<file path="src/rtl/gpio_bcd2bin.sv">
// rtl/gpio_bcd2bin.sv - sequential reverse-double-dabble BCD to binary converter
// Optional GPIO_BCD2BIN_ERRCNT_EN adds an 8-bit saturating count of conversions that ended in error.
module gpio_bcd2bin #(
    parameter int DIGITS = 8,
    parameter int BIN_W  = 27
) (
    input  logic                  clk,
    input  logic                  rst,
    input  logic                  start,
    input  logic [4*DIGITS-1:0]   bcd_in,
`ifdef GPIO_BCD2BIN_ERRCNT_EN
    output logic [7:0]            err_cnt,
`endif
    output logic                  busy,
    output logic                  done,
    output logic [BIN_W-1:0]      bin_out,
    output logic                  err
);

    localparam int BCD_W = 4 * DIGITS;
    localparam int CNT_W = $clog2(BIN_W + 1);

    typedef enum logic [1:0] {
        IDLE,
        SHIFT,
        FIN
    } state_t;

    state_t             state;
    logic [BCD_W-1:0]   bcd_reg;
    logic [BIN_W-1:0]   bin_reg;
    logic [CNT_W-1:0]   cnt;
    logic               bad_reg;

    logic               bad_digit;
    logic [BCD_W-1:0]   bcd_shift;
    logic [BCD_W-1:0]   bcd_next;
    logic [BIN_W-1:0]   bin_next;

    always_comb begin
        bad_digit = 1'b0;
        for (int i = 0; i < DIGITS; i++) begin
            if (bcd_in[4*i +: 4] > 4'd9) begin
                bad_digit = 1'b1;
            end
        end
    end

    // One reverse-dabble step: shift right, then pull every nibble >= 8 back by 3.
    always_comb begin
        {bcd_shift, bin_next} = {bcd_reg, bin_reg} >> 1;
        bcd_next = bcd_shift;
        for (int i = 0; i < DIGITS; i++) begin
            if (bcd_shift[4*i +: 4] >= 4'd8) begin
                bcd_next[4*i +: 4] = bcd_shift[4*i +: 4] - 4'd3;
            end
        end
    end

    always_ff @(posedge clk or negedge rst) begin
        if (!rst) begin
            state   <= IDLE;
            busy    <= 1'b0;
            done    <= 1'b0;
            err     <= 1'b0;
            bin_out <= '0;
            bcd_reg <= '0;
            bin_reg <= '0;
            cnt     <= '0;
            bad_reg <= 1'b0;
        end else begin
            done <= 1'b0;
            case (state)
                IDLE: begin
                    if (start) begin
                        bcd_reg <= bcd_in;
                        bin_reg <= '0;
                        cnt     <= CNT_W'(BIN_W);
                        err     <= 1'b0;
                        bad_reg <= bad_digit;
                        if (bad_digit) begin
                            state <= FIN;
                        end else begin
                            state <= SHIFT;
                            busy  <= 1'b1;
                        end
                    end
                end
                SHIFT: begin
                    bcd_reg <= bcd_next;
                    bin_reg <= bin_next;
                    cnt     <= cnt - CNT_W'(1);
                    if (cnt == CNT_W'(1)) begin
                        state <= FIN;
                        busy  <= 1'b0;
                    end
                end
                FIN: begin
                    bin_out <= bad_reg ? '0 : bin_reg;
                    err     <= bad_reg;
                    done    <= 1'b1;
                    state   <= IDLE;
                end
                default: begin
                    state <= IDLE;
                    busy  <= 1'b0;
                end
            endcase
        end
    end

`ifdef GPIO_BCD2BIN_ERRCNT_EN
    always_ff @(posedge clk or negedge rst) begin
        if (!rst) begin
            err_cnt <= 8'd0;
        end else if (state == FIN && bad_reg && err_cnt != 8'hFF) begin
            err_cnt <= err_cnt + 8'd1;
        end
    end
`endif

endmodule

</file>
<file path="config.mk">
export PLATFORM = sky130hd
export DESIGN_NAME = gpio_bcd2bin
export DESIGN_NICKNAME = d
export VERILOG_FILES = /design/src/rtl/gpio_bcd2bin.sv
export SDC_FILE = /design/constraint.sdc
export NUM_CORES = 1
export LEC_CHECK = 0
export ABC_AREA = 1
export CORE_ASPECT_RATIO = 0.8
export CORE_UTILIZATION = 40
export DETAILED_ROUTE_END_ITERATION = 10
export DONT_BUFFER_PORTS = 1
export HOLD_SLACK_MARGIN = 0.12
export PLACE_DENSITY_LB_ADDON = 0.1
export SYNTH_ARGS = -nofsm -noshare
export SYNTH_HDL_FRONTEND = slang
export SYNTH_SLANG_ARGS = --single-unit
export TNS_END_PERCENT = 10
</file>
<file path="constraint.sdc">
create_clock -name clk -period 3.4 [get_ports clk]
set_input_delay 0 -clock clk [delete_from_list [all_inputs] [get_ports clk]]
set_output_delay 0 -clock clk [all_outputs]
set_load 0.01 [all_outputs]
</file>
; Word-level counts from Yosys, hierarchy flattened
; Cells that the tools add are included.
[totals]
register_bits = 97
in_bits = 35
out_inout_bits = 30
elab_cells = 83
[classes]
addsub = 9
n_lt_le_gt_ge = 16
eq_ne = 6
n_mux = 34
bitwise = 1
n_reduce_logical = 8
[ops]
columns = op, count
row1 = 32-bit case mux with 2 select lines, 1
row2 = 27-bit two-way mux, 2
row3 = 27-bit case mux with 2 select lines, 1
row4 = "4-bit greater-than comparator, second input constant", 8
row5 = 32-bit two-way mux, 1
row6 = 4-bit two-way mux, 8
row7 = "4-bit >= comparator, second input constant", 7
row8 = "4-bit by 2-bit subtractor with 4-bit output, second input constant", 7
row9 = 1-bit two-way mux, 13
row10 = 5-bit case mux with 2 select lines, 1
row11 = 2-bit AND reduction, 4
row12 = 2-bit two-way mux, 3
row13 = "2-bit != test, second input constant", 3
row14 = "5-bit by 1-bit == test with 1-bit output, second input constant", 1
row15 = 5-bit two-way mux, 1
row16 = "5-bit by 1-bit subtractor with 5-bit output, second input constant", 1
row17 = "3-bit by 4-bit >= comparator with 1-bit output, second input constant", 1
row18 = 2-bit case mux with 2 select lines, 1
row19 = 4-bit AND reduction, 1
row20 = 2-bit nonzero test, 2
row21 = "3-bit by 2-bit subtractor with 4-bit output, second input constant", 1
row22 = 1-bit case mux with 3 select lines, 1
row23 = "2-bit by 1-bit == test with 1-bit output, second input constant", 1
row24 = "2-bit == test, second input constant", 1
row25 = 3 further kinds, 3

; Longest topological paths before layout
; Gate-level depths: netlist of the first run.
[logic_depth]
ltp_word = 12
depth_mapped = 9
mapped_depth_nobuf = 9

; Worst setup path before layout of the first run
; OpenSTA, ideal clock, no wires.
[synth_timing]
path_kind = register -> register
from = reg state[0]
to = reg bcd_reg[0]
setup_time_ns = 0.131
t_arrival_ns = 1.128
t_required_ns = 3.269
setup_slack_ns = 2.141
path_stages_with_launch = 8
n_path_buf = 1
synth_period_minus_slack_ns = 1.259
path_cell_list = dfrtp_1 nor2_2 nand2_2 nand2_4 clkinv_4 buf_6 o221ai_1 o21ai_0
[synth_via]
elab_chain_len = 3
elab_cells_between_ends = 6
cone_classes = eq/ne: 2 / mux: 1 / reduce/logical: 3
[synth_rtl]
columns = element, line
row1 = start: declaration, 29  ; state_t state;
row2 = start signal: assignment, 62  ; state <= IDLE;
row3 = start signal: assignment, 82  ; state <= FIN;
row4 = start signal: assignment, 84  ; state <= SHIFT;
row5 = 2-bit by 1-bit == test with 1-bit output / 2-bit zero test (equally long branches), 73  ; case (state)
row6 = 2-bit nonzero test (no source line) / 2-bit != test (equally long branches), -
row7 = 2-bit AND reduction (no source line), -
row8 = end signal: assignment, 76  ; bcd_reg <= bcd_in;
row9 = end signal: assignment, 90  ; bcd_reg <= bcd_next;
row10 = end: declaration, 30  ; logic [BCD_W-1:0] bcd_reg;
; Parallel ways exist; a longest one is shown, timed or not.
; A chain may end at the register's enable or synchronous reset.

; Worst setup path in the final report of the first run
[layout_timing]
from = reg state[1]
to = reg bcd_reg[13]
; Same word-level chain as after synthesis.

==> results of run 1 <==
-- per-stage QoR --
step                      worst slack (ps)  utilization (%)  instances
after floorplan                       2140                -        480
after global placement                1410             41.7        601
after detailed placement              1300             41.7        601
after CTS                             1300             48.2        652
after global routing                  1070             48.2        652
final                                 1330             48.2        652
-- cell usage after synthesis (6+ instances only) --
| cell | number | area, um^2 |
|---|---|---|
| nand2_1 | 69 | 259 |
| o21ai_0 | 52 | 260 |
| o21ai_2 | 6 | 52.6 |
| inv_1 | 60 | 225 |
| o22ai_1 | 27 | 169 |
| xnor2_1 | 7 | 61.3 |
| nor3_1 | 8 | 40.0 |
| o21ai_1 | 28 | 140 |
| a21oi_1 | 27 | 135 |
| ha_1 | 16 | 200 |
| buf_2 | 13 | 65.1 |
| dfrtp_1 | 97 | 2430 |
| o221ai_1 | 7 | 61.3 |
| o211ai_2 | 8 | 100 |
| nor2_1 | 22 | 82.6 |
-- metal layers --
layer / GRT usage (%) / up-vias / share of wire [%]
met5: 0 / - / 0
met4: 5.32 / 0 / 1.2
met3: 4.69 / 12 / 4.8
met2: 27.5 / 61 / 45
met1: 25.1 / 1577 / 49
li1: - / 1664 / -
-- power by group through the flow --
stage / sequential, mW / combinational (mW) / clock [mW]
detailed placement: 1.59 / 1.02 / 0
finish: 1.57 / 1.08 / 1.12
CTS: 1.57 / 1.09 / 1.15
global route: 1.60 / 1.25 / 1.19
global placement: 1.59 / 0.989 / 0
floorplan: 1.54 / 0.898 / 0
-- final cells by class --
cell class / instances / area share [%]
multi-input combinational: 296 / 32.4
timing repair buffer: 36 / 7.17
inverter: 64 / 4.70
clock buffer: 11 / 4.80
sequential: 97 / 46.1
tap: 144 / 3.42
clock inverter: 4 / 1.45
-- worst paths after layout --
path,from,endpoint,slack [ps],cells past startpoint
min in group asynchronous,rst,bcd_reg[16],220,2
worst max-delay path,state[1],bcd_reg[13],1330,7
worst min register to register,bad_reg,bad_reg,500,1
max in group asynchronous,rst,bin_reg[6],2770,2
worst max register to register,state[1],bcd_reg[13],1330,7
worst min-delay path,bcd_in[18],state[0],130,5
-- tightest hold or removal path, cell delays in order --
cell and delay (ps):
o21ai_0 70, nand2_1 90, nor2_1 80, nand3_1 120
nand2_1 60
-- logic make-up (layout without fill, tap and decap cells) --
kind of cell | count (synthesis) | in the layout | share of synthesized area [%]
AOI/OAI and AO/OA | 162 | 162 | 21.6
xor gates and xnor gates | 7 | 7 | 1.36
adders and majority gates | 16 | 16 | 4.43
buffers and inverters | 87 | 115 | 8.58
DFF | 97 | 97 | 53.7
and+or+nand+nor | 111 | 111 | 10.4
==> impl_results.md, run 1 <==
* CP max FO at 51
* Post-synth EDFFs at 0
* Routed Antenna Nets at 0
* Vias at 3314
* P_sw at 1.34 mW
* Post-DP HPWL at 5.94 mm
* Die area at 11700 um^2
* Clock power frac at 29.7%
* Min cycle time layout at 2070 ps
* Worst path arrival time at 2320 ps
* TritonCTS Sinks at 97
* Final Skew at 4.15 ps
* Synth Cell Area at 4520 um^2
* Power Dens Cells at 714 nW/um^2
* Latest clock arrival within the worst-skew pair at 340 ps
* GRT overflow at 0
* Buf+Inv Stages, Crit Path at 2
* Maximum clock path buffer count at 2
* CTS tree: yes
* Slew @ Worst Pin at 587 ps
* Worst setup SP type: flip-flop
* Max reg flops at 32
* YS warnings at 0
* Final TNS setup at 0 ps
* Post-synth cell types at 31
* Rel. slew slack at 60.9%
* Global-route wire length before repair at 16.7 mm
* Peak VDD IR at 0.390 mV
* Final instance area at 5270 um^2
* Period utilisation layout at 60.8%
* Routed WL at 9.75 mm
* HP Class: input port to flip-flop
* Num rows at 34
* Leakage dissipation at 2.30 nW
* Status: finished, final reports clean
* Critical path's slowest cell: inv_4
* RSZ-0062 raised after global routing: no
* Wirelength per Cell at 15.0 um
* Hold_buf cts at 36
* Boundary Pins at 65
* Critical path type: flip-flop to flip-flop
* Final setup vio count at 0
* Resized Gates After CTS at 0
* # diodes at 0
* Drt first pass iters at 4
* Floorplan die height at 97.1 um
* Register area at 2430 um^2
* Most frequent cells in the layout: dfrtp_1 (97), nand2_1 (69), inv_1 (60)
* Sw Ratio at 35.5%
* WHS at 128 ps
* Placed Area at 4560 um^2
* Commonest non-fill, non-tap cell in the layout: dfrtp_1
* Internal at 2.43 mW
* Main synth FF type: dfrtp_1
* Async set-reset flop share out of synthesis at 100%
* Critical Path Sink Type: flip-flop
* Final GP Congestion at 0.766
* Setup bufs post-CTS at 0
* DRC at 0
* First DRT Iteration DRCs at 206
* Vias per std cell at 5.08
* CTS Buf Count at 9
* CTS Root Cell: clkbuf_16
* Area of the multi-input gates at 1710 um^2
* Final Hold Vio Count at 0
* IO Port Bufs at 0
* Flop pwr share at 41.6%
* Total power at 3.76 mW
* Synth Register Bits at 97
* Critical Path RT at 3660 ps
* Crit path cell chain: inv_2, nand2_4, inv_4, o21ai_0, a21oi_1, a21oi_1, o21ai_0
* Initial Util at 41.4%
* MaxCap Viol Count at 0
* Fraction of layout cells with a size suffix above 1 at 8.66%
* Nets at 555
* Synthesis-to-layout area growth at 16.5%
* Vias in the first global route at 3387
* # fillers at 1012
* Core region area at 10900 um^2
* Avg Cell Area, Syn at 9.42 um^2
* Crit path max-delay family: buffers and inverters
* Initial antenna violation count at 0
* Slowest stage delay, CP at 520 ps
* Syn Inst Count at 480
* F_max at 0.484 GHz
* Combinational Power Share at 28.7%
* Clk slew on worst S/H paths at 70 ps
* Synthesized net count at 531
* Largest net degree at the start of global routing at 98
* Seq/Total Area, Yosys at 53.7%
* GRT Total Usage at 18.0%
* Level count of the clock H-tree at 3
* Die width at 121 um
* Slew Viols, Final at 0
No activity file was read; power rests on OpenSTA's default activity.
==> run 2, diff against run 1 <==
--- a/config.mk
+++ b/config.mk
@@ -5,7 +5,7 @@
 export SDC_FILE = /design/constraint.sdc
 export NUM_CORES = 1
 export LEC_CHECK = 0
-export ABC_AREA = 1
+export ABC_AREA = 0
 export CORE_ASPECT_RATIO = 0.8
 export CORE_UTILIZATION = 40
 export DETAILED_ROUTE_END_ITERATION = 10
==> constraint.sdc (replaced) <==
create_clock -name clk -period 2.16 [get_ports clk]
set_input_delay 0 -clock clk [delete_from_list [all_inputs] [get_ports clk]]
set_output_delay 0 -clock clk [all_outputs]
set_load 0.01 [all_outputs]
==> impl_results.md, run 2 <==
* Synthesized net count at 519
* Slowest stage delay, CP at 390 ps
* MaxCap Viol Count at 0
* IO Port Bufs at 0
* Area share of the leading cell type in the synthesized netlist at 51.7%
* Count leader, synth: dfrtp_1
* Commonest cells post-synth: dfrtp_1 (97), o21ai_0 (53), nand2_1 (51), o22ai_1 (39), nand2b_1 (34)
* Largest net degree at the start of global routing at 98
* Post-DP HPWL at 6.76 mm
* Slew Viols, Final at 0
* Slew @ Worst Pin at 1090 ps
* Peak VDD IR at 0.401 mV
* Largest area contributor in the netlist: dfrtp_1
* Placed Area at 4810 um^2
* Critical path type: flip-flop to flip-flop
* Post-synth EDFFs at 0
* Global-route wire length before repair at 17.8 mm
* CTS Buf Count at 9
* Power Dens Cells at 849 nW/um^2
* Crit path cell chain: buf_4, nor2b_2, buf_4, nand2_1, xor2_1, nor2_1
* Core region area at 11500 um^2
* First DRT Iteration DRCs at 250
* Most frequent cells in the layout: dfrtp_1 (97), o21ai_0 (53), nand2_1 (51)
* RSZ-0062 raised after global routing: no
* Number of cells after detailed placement at 594
* Final Skew at 10.5 ps
* Wirelength per Cell at 16.7 um
* Final Util at 47.3%
* Cell mode on critical path: buf_4
* TritonCTS Sinks at 97
* Failing checks: negative hold slack
* Maximum clock path buffer count at 2
* Synth Cell Area at 4700 um^2
* Vias per std cell at 5.34
* Critical Path Sink Type: flip-flop
* Drt first pass iters at 4
* Worst path arrival time at 1940 ps
* Floorplan die height at 98.9 um
* HP Class: input port to async pin
* GRT overflow at 0
* Period utilisation layout at 78.7%
* Async set-reset flop share out of synthesis at 100%
* P_sw at 1.38 mW
* Leakage dissipation at 2.39 nW
* Final TNS setup at 0 ps
* F_max at 0.589 GHz
* Critical Path RT at 2400 ps
* CP max FO at 33
* Hold_buf cts at 34
* DRC at 0
* # diodes at 0
* Seq/Total Area, Yosys at 51.7%
* Sw Ratio at 30.0%
* Final GP Congestion at 0.770
* Clk slew on worst S/H paths at 70 ps
* Critical path's slowest cell: dfrtp_1
* Fraction of layout cells with a size suffix above 1 at 7.66%
* Final instance area at 5430 um^2
* Avg Cell Area, Syn at 10.0 um^2
* CTS tree: yes
* Main synth FF type: dfrtp_1
* Die width at 123 um
* Latest clock arrival within the worst-skew pair at 340 ps
* Post-synth cell types at 33
* Commonest non-fill, non-tap cell in the layout: dfrtp_1
* Synth Register Bits at 97
* CTS Root Cell: clkbuf_16
* GRT Total Usage at 19.0%
* Initial antenna violation count at 0
* Synthesis-to-layout area growth at 15.6%
* Level count of the clock H-tree at 3
* Routed Antenna Nets at 0
* Rel. slew slack at 27.6%
* Top cells by area, synth: dfrtp_1 (52%), o21ai_0 (5.6%), a22o_1 (5.2%)
* Boundary Pins at 65
* Worst setup SP type: flip-flop
* Clock power frac at 33.3%
* Final setup vio count at 0
* Vias in the first global route at 3373
* Internal at 3.23 mW
* Flop pwr share at 48.4%
* Initial Util at 40.9%
* WHS at -643 ps
* Syn Inst Count at 468
* Vias at 3440
* Combinational Power Share at 18.3%
* Final Hold Vio Count at 97
* Non-filler cells, final at 644
* Routed WL at 10.8 mm
* Max reg flops at 32
* Nets at 542
* Status: finished with violations
* Die area at 12200 um^2
* YS warnings at 0
* Min cycle time layout at 1700 ps
* Num rows at 35
## run 2: area by class of cell
class / count / area, um^2
repair buffers: 44 / 418
clock buffers: 10 / 229
flip-flops and latches: 97 / 2430
multi-input cells: 319 / 2050
clock inverters: 6 / 51.3
inverters: 20 / 75.1
well taps: 148 / 185
fillers: 1113 / 6040
## run 2: layer usage
layer	track usage, %	routed length [um]	vias to the layer above
met5	0	0	-
met4	4.73	45	0
met3	4.98	510	4
met2	26.7	4860	66
met1	28.7	5370	1673
li1	-	-	1697
## run 2: logic make-up after synthesis
kind of cell | Yosys count | share of synthesized area, %
muxes | 1 | 0.213
AOI/OAI and AO/OA | 167 | 23.2
adders and majority gates | 16 | 4.26
xor gates and xnor gates | 18 | 3.36
and+or+nand+nor | 117 | 12.3
DFF | 97 | 51.7
buffers and inverters | 52 | 4.98
## run 2: power groups by stage
| stage | sequential (mW) | clock, mW | combinational [mW] |
|---|---|---|---|
| after detailed placement | 2.26 | 0 | 0.782 |
| after global routing | 2.26 | 1.66 | 0.952 |
| after CTS | 2.23 | 1.59 | 0.845 |
| after floorplan | 2.19 | 0 | 0.670 |
| final | 2.23 | 1.54 | 0.842 |
| after global placement | 2.26 | 0 | 0.757 |
## run 2: repair_timing
action                                  CTS  global route
endpoints found under the hold margin   131            97
gates resized for setup                   0             1
buffers inserted                          0             0
endpoints found under the setup margin    0             5
## run 2: worst paths after layout
| check | from | to | slack [ps] | cells past startpoint |
|---|---|---|---|---|
| max in group asynchronous | rst | bin_out[10] | 2660 | 0 |
| worst max register to register | state[0] | cnt[2] | 460 | 6 |
| worst max-delay path | state[0] | cnt[2] | 460 | 6 |
| worst min register to register | bcd_reg[0] | bcd_reg[0] | 500 | 2 |
| worst min-delay path | rst | bin_out[20] | -640 | 0 |
| min in group clk | bcd_in[17] | bad_reg | 130 | 4 |
## run 2: worst max-delay path: cells and delay by family (launching register included)
family | cells | cell delay (ps)
buffers and inverters | 2 | 680
AND/OR/NAND/NOR | 3 | 360
flip-flops | 1 | 390
XOR/XNOR | 1 | 140
## run 2: stage by stage
stage	total power [mW]	setup WS, ps
2_1_floorplan	2.87	899
3_3_place_gp	3.02	495
3_5_place_dp	3.04	462
4_1_cts	4.66	139
5_1_grt	4.88	237
6_report	4.61	461
==> run 3, diff against run 2 <==
--- a/config.mk
+++ b/config.mk
@@ -5,7 +5,7 @@
 export SDC_FILE = /design/constraint.sdc
 export NUM_CORES = 1
 export LEC_CHECK = 0
-export ABC_AREA = 0
+export ABC_AREA = 1
 export CORE_ASPECT_RATIO = 0.8
 export CORE_UTILIZATION = 40
 export DETAILED_ROUTE_END_ITERATION = 10
==> constraint.sdc (replaced) <==
create_clock -name clk -period 1.65 [get_ports clk]
set_input_delay 0 -clock clk [delete_from_list [all_inputs] [get_ports clk]]
set_output_delay 0 -clock clk [all_outputs]
set_load 0.01 [all_outputs]
==> impl_results.md, run 3 (synthesis results as in run 1) <==
* Floorplan die height at 97.1 um
* Period utilisation layout at 92.9%
* Most frequent cells in the layout: dfrtp_1 (97), nand2_1 (69), inv_1 (60)
* Rel. slew slack at 70.0%
* Critical path type: flip-flop to flip-flop
* Peak VDD IR at 0.585 mV
* Final Hold Vio Count at 97
* MaxCap Viol Count at 0
* Post-DP HPWL at 6.19 mm
* Core region area at 10900 um^2
* Level count of the clock H-tree at 3
* Final setup vio count at 0
* Worst path arrival time at 1760 ps
* Initial antenna violation count at 0
* Routed WL at 9.71 mm
* Die width at 121 um
* Wirelength per Cell at 14.7 um
* TritonCTS Sinks at 97
* Number of cells after detailed placement at 610
* Leakage dissipation at 2.31 nW
* Vias at 3381
* Area of the multi-input gates at 1710 um^2
* Nets at 561
* Slowest stage delay, CP at 480 ps
* # diodes at 0
* WHS at -652 ps
* Non-filler cells, final at 659
* HP Class: input port to async pin
* Critical Path RT at 1870 ps
* First DRT Iteration DRCs at 183
* Failing checks: negative hold slack
* Initial Util at 41.4%
* Slew Viols, Final at 0
* Clk slew on worst S/H paths at 70 ps
* Buf+Inv Stages, Crit Path at 2
* Worst setup SP type: flip-flop
* Num rows at 34
* GRT Total Usage at 17.7%
* CP max FO at 30
* Maximum clock path buffer count at 2
* Synthesis-to-layout area growth at 16.8%
* Hold_buf cts at 33
* DRC at 0
* Min cycle time layout at 1530 ps
* CTS tree: yes
* Final Skew at 8.93 ps
* Status: finished with violations
* Drt first pass iters at 4
* # fillers at 1037
* Die area at 11700 um^2
* Routed Antenna Nets at 0
* Crit path cell chain: nor2_2, nand2_2, nand2_4, clkinv_4, buf_12, o221ai_1, o21ai_1
* Global-route wire length before repair at 16.4 mm
* IO Port Bufs at 0
* Boundary Pins at 65
* CTS Buf Count at 9
* Final TNS setup at 0 ps
* RSZ-0062 raised after global routing: no
* Power Dens Cells at 1440 nW/um^2
* Critical Path Sink Type: flip-flop
* Register area at 2430 um^2
* Largest net degree at the start of global routing at 98
* Vias per std cell at 5.13
* CTS Root Cell: clkbuf_16
* Fraction of layout cells with a size suffix above 1 at 10.3%
* Commonest non-fill, non-tap cell in the layout: dfrtp_1
* Final GP Congestion at 0.790
* Slew @ Worst Pin at 448 ps
* Crit path max-delay family: flip-flops
* GRT overflow at 0
* Setup bufs post-CTS at 0
* Critical path's slowest cell: dfrtp_1
* F_max at 0.652 GHz
* Max reg flops at 32
* Vias in the first global route at 3331
* Latest clock arrival within the worst-skew pair at 350 ps
==> run 3: worst paths after layout <==
kind                             from           to  slack, ps  depth (start not counted)
max in group asynchronous         rst  bcd_reg[21]       2140                          0
min in group clk           bcd_in[17]     state[0]        120                          5
hold / removal                    rst   bcd_reg[6]       -650                          0
setup reg to reg             state[0]  bcd_reg[24]        120                          7
setup / recovery             state[0]  bcd_reg[24]        120                          7
hold reg to reg                cnt[2]       cnt[2]        490                          1
==> run 3: cell type report <==
class / count / share of cell area, %
sequential: 97 / 46.0
multi-input combinational: 296 / 32.3
timing repair buffer: 42 / 8.08
inverter: 64 / 4.74
clock buffer: 9 / 4.27
tap: 144 / 3.41
clock inverter: 7 / 1.21
==> run 3: layer usage <==
| metal | vias to the layer above | GRT usage [%] | share of wire, % |
|---|---|---|---|
| met4 | 0 | 4.37 | 1.1 |
| met5 | - | 0 | 0 |
| met1 | 1629 | 24.7 | 51 |
| li1 | 1675 | - | - |
| met3 | 13 | 6.10 | 5.0 |
| met2 | 64 | 26.4 | 43 |
==> run 3: repair_timing <==
action,CTS,global route
hold endpoints to repair,134,97
gates resized for setup,0,2
setup endpoints to repair,0,2
==> run 3: worst register-to-register path, cell delays in order, from the launching register on <==
cell and delay (ps):
dfrtp_1 480, nor2_2 190, nand2_2 90, nand2_4 80, clkinv_4 180, buf_12 240
o221ai_1 80, o21ai_1 90
==> run 3: where the power goes <==
group | switching, mW | total, mW | internal (mW) | leakage (nW)
logic | 1.44 | 2.33 | 0.885 | 0.901
registers | 0.394 | 3.23 | 2.83 | 1.27
clock network | 0.984 | 2.04 | 1.05 | 0.136
==> run 3: through the flow <==
| stage | power [mW] | instance area, um^2 | setup slack [ps] | utilization (%) |
|---|---|---|---|---|
| floorplan | 5.02 | 4520 | 391 | - |
| global placement | 5.50 | 4650 | 162 | 42.6 |
| detailed placement | 5.54 | 4650 | 118 | 42.6 |
| CTS | 7.67 | 5270 | 103 | 48.2 |
| global route | 8.16 | 5280 | 21.7 | 48.3 |
| finish | 7.60 | 5280 | 117 | 48.3 |
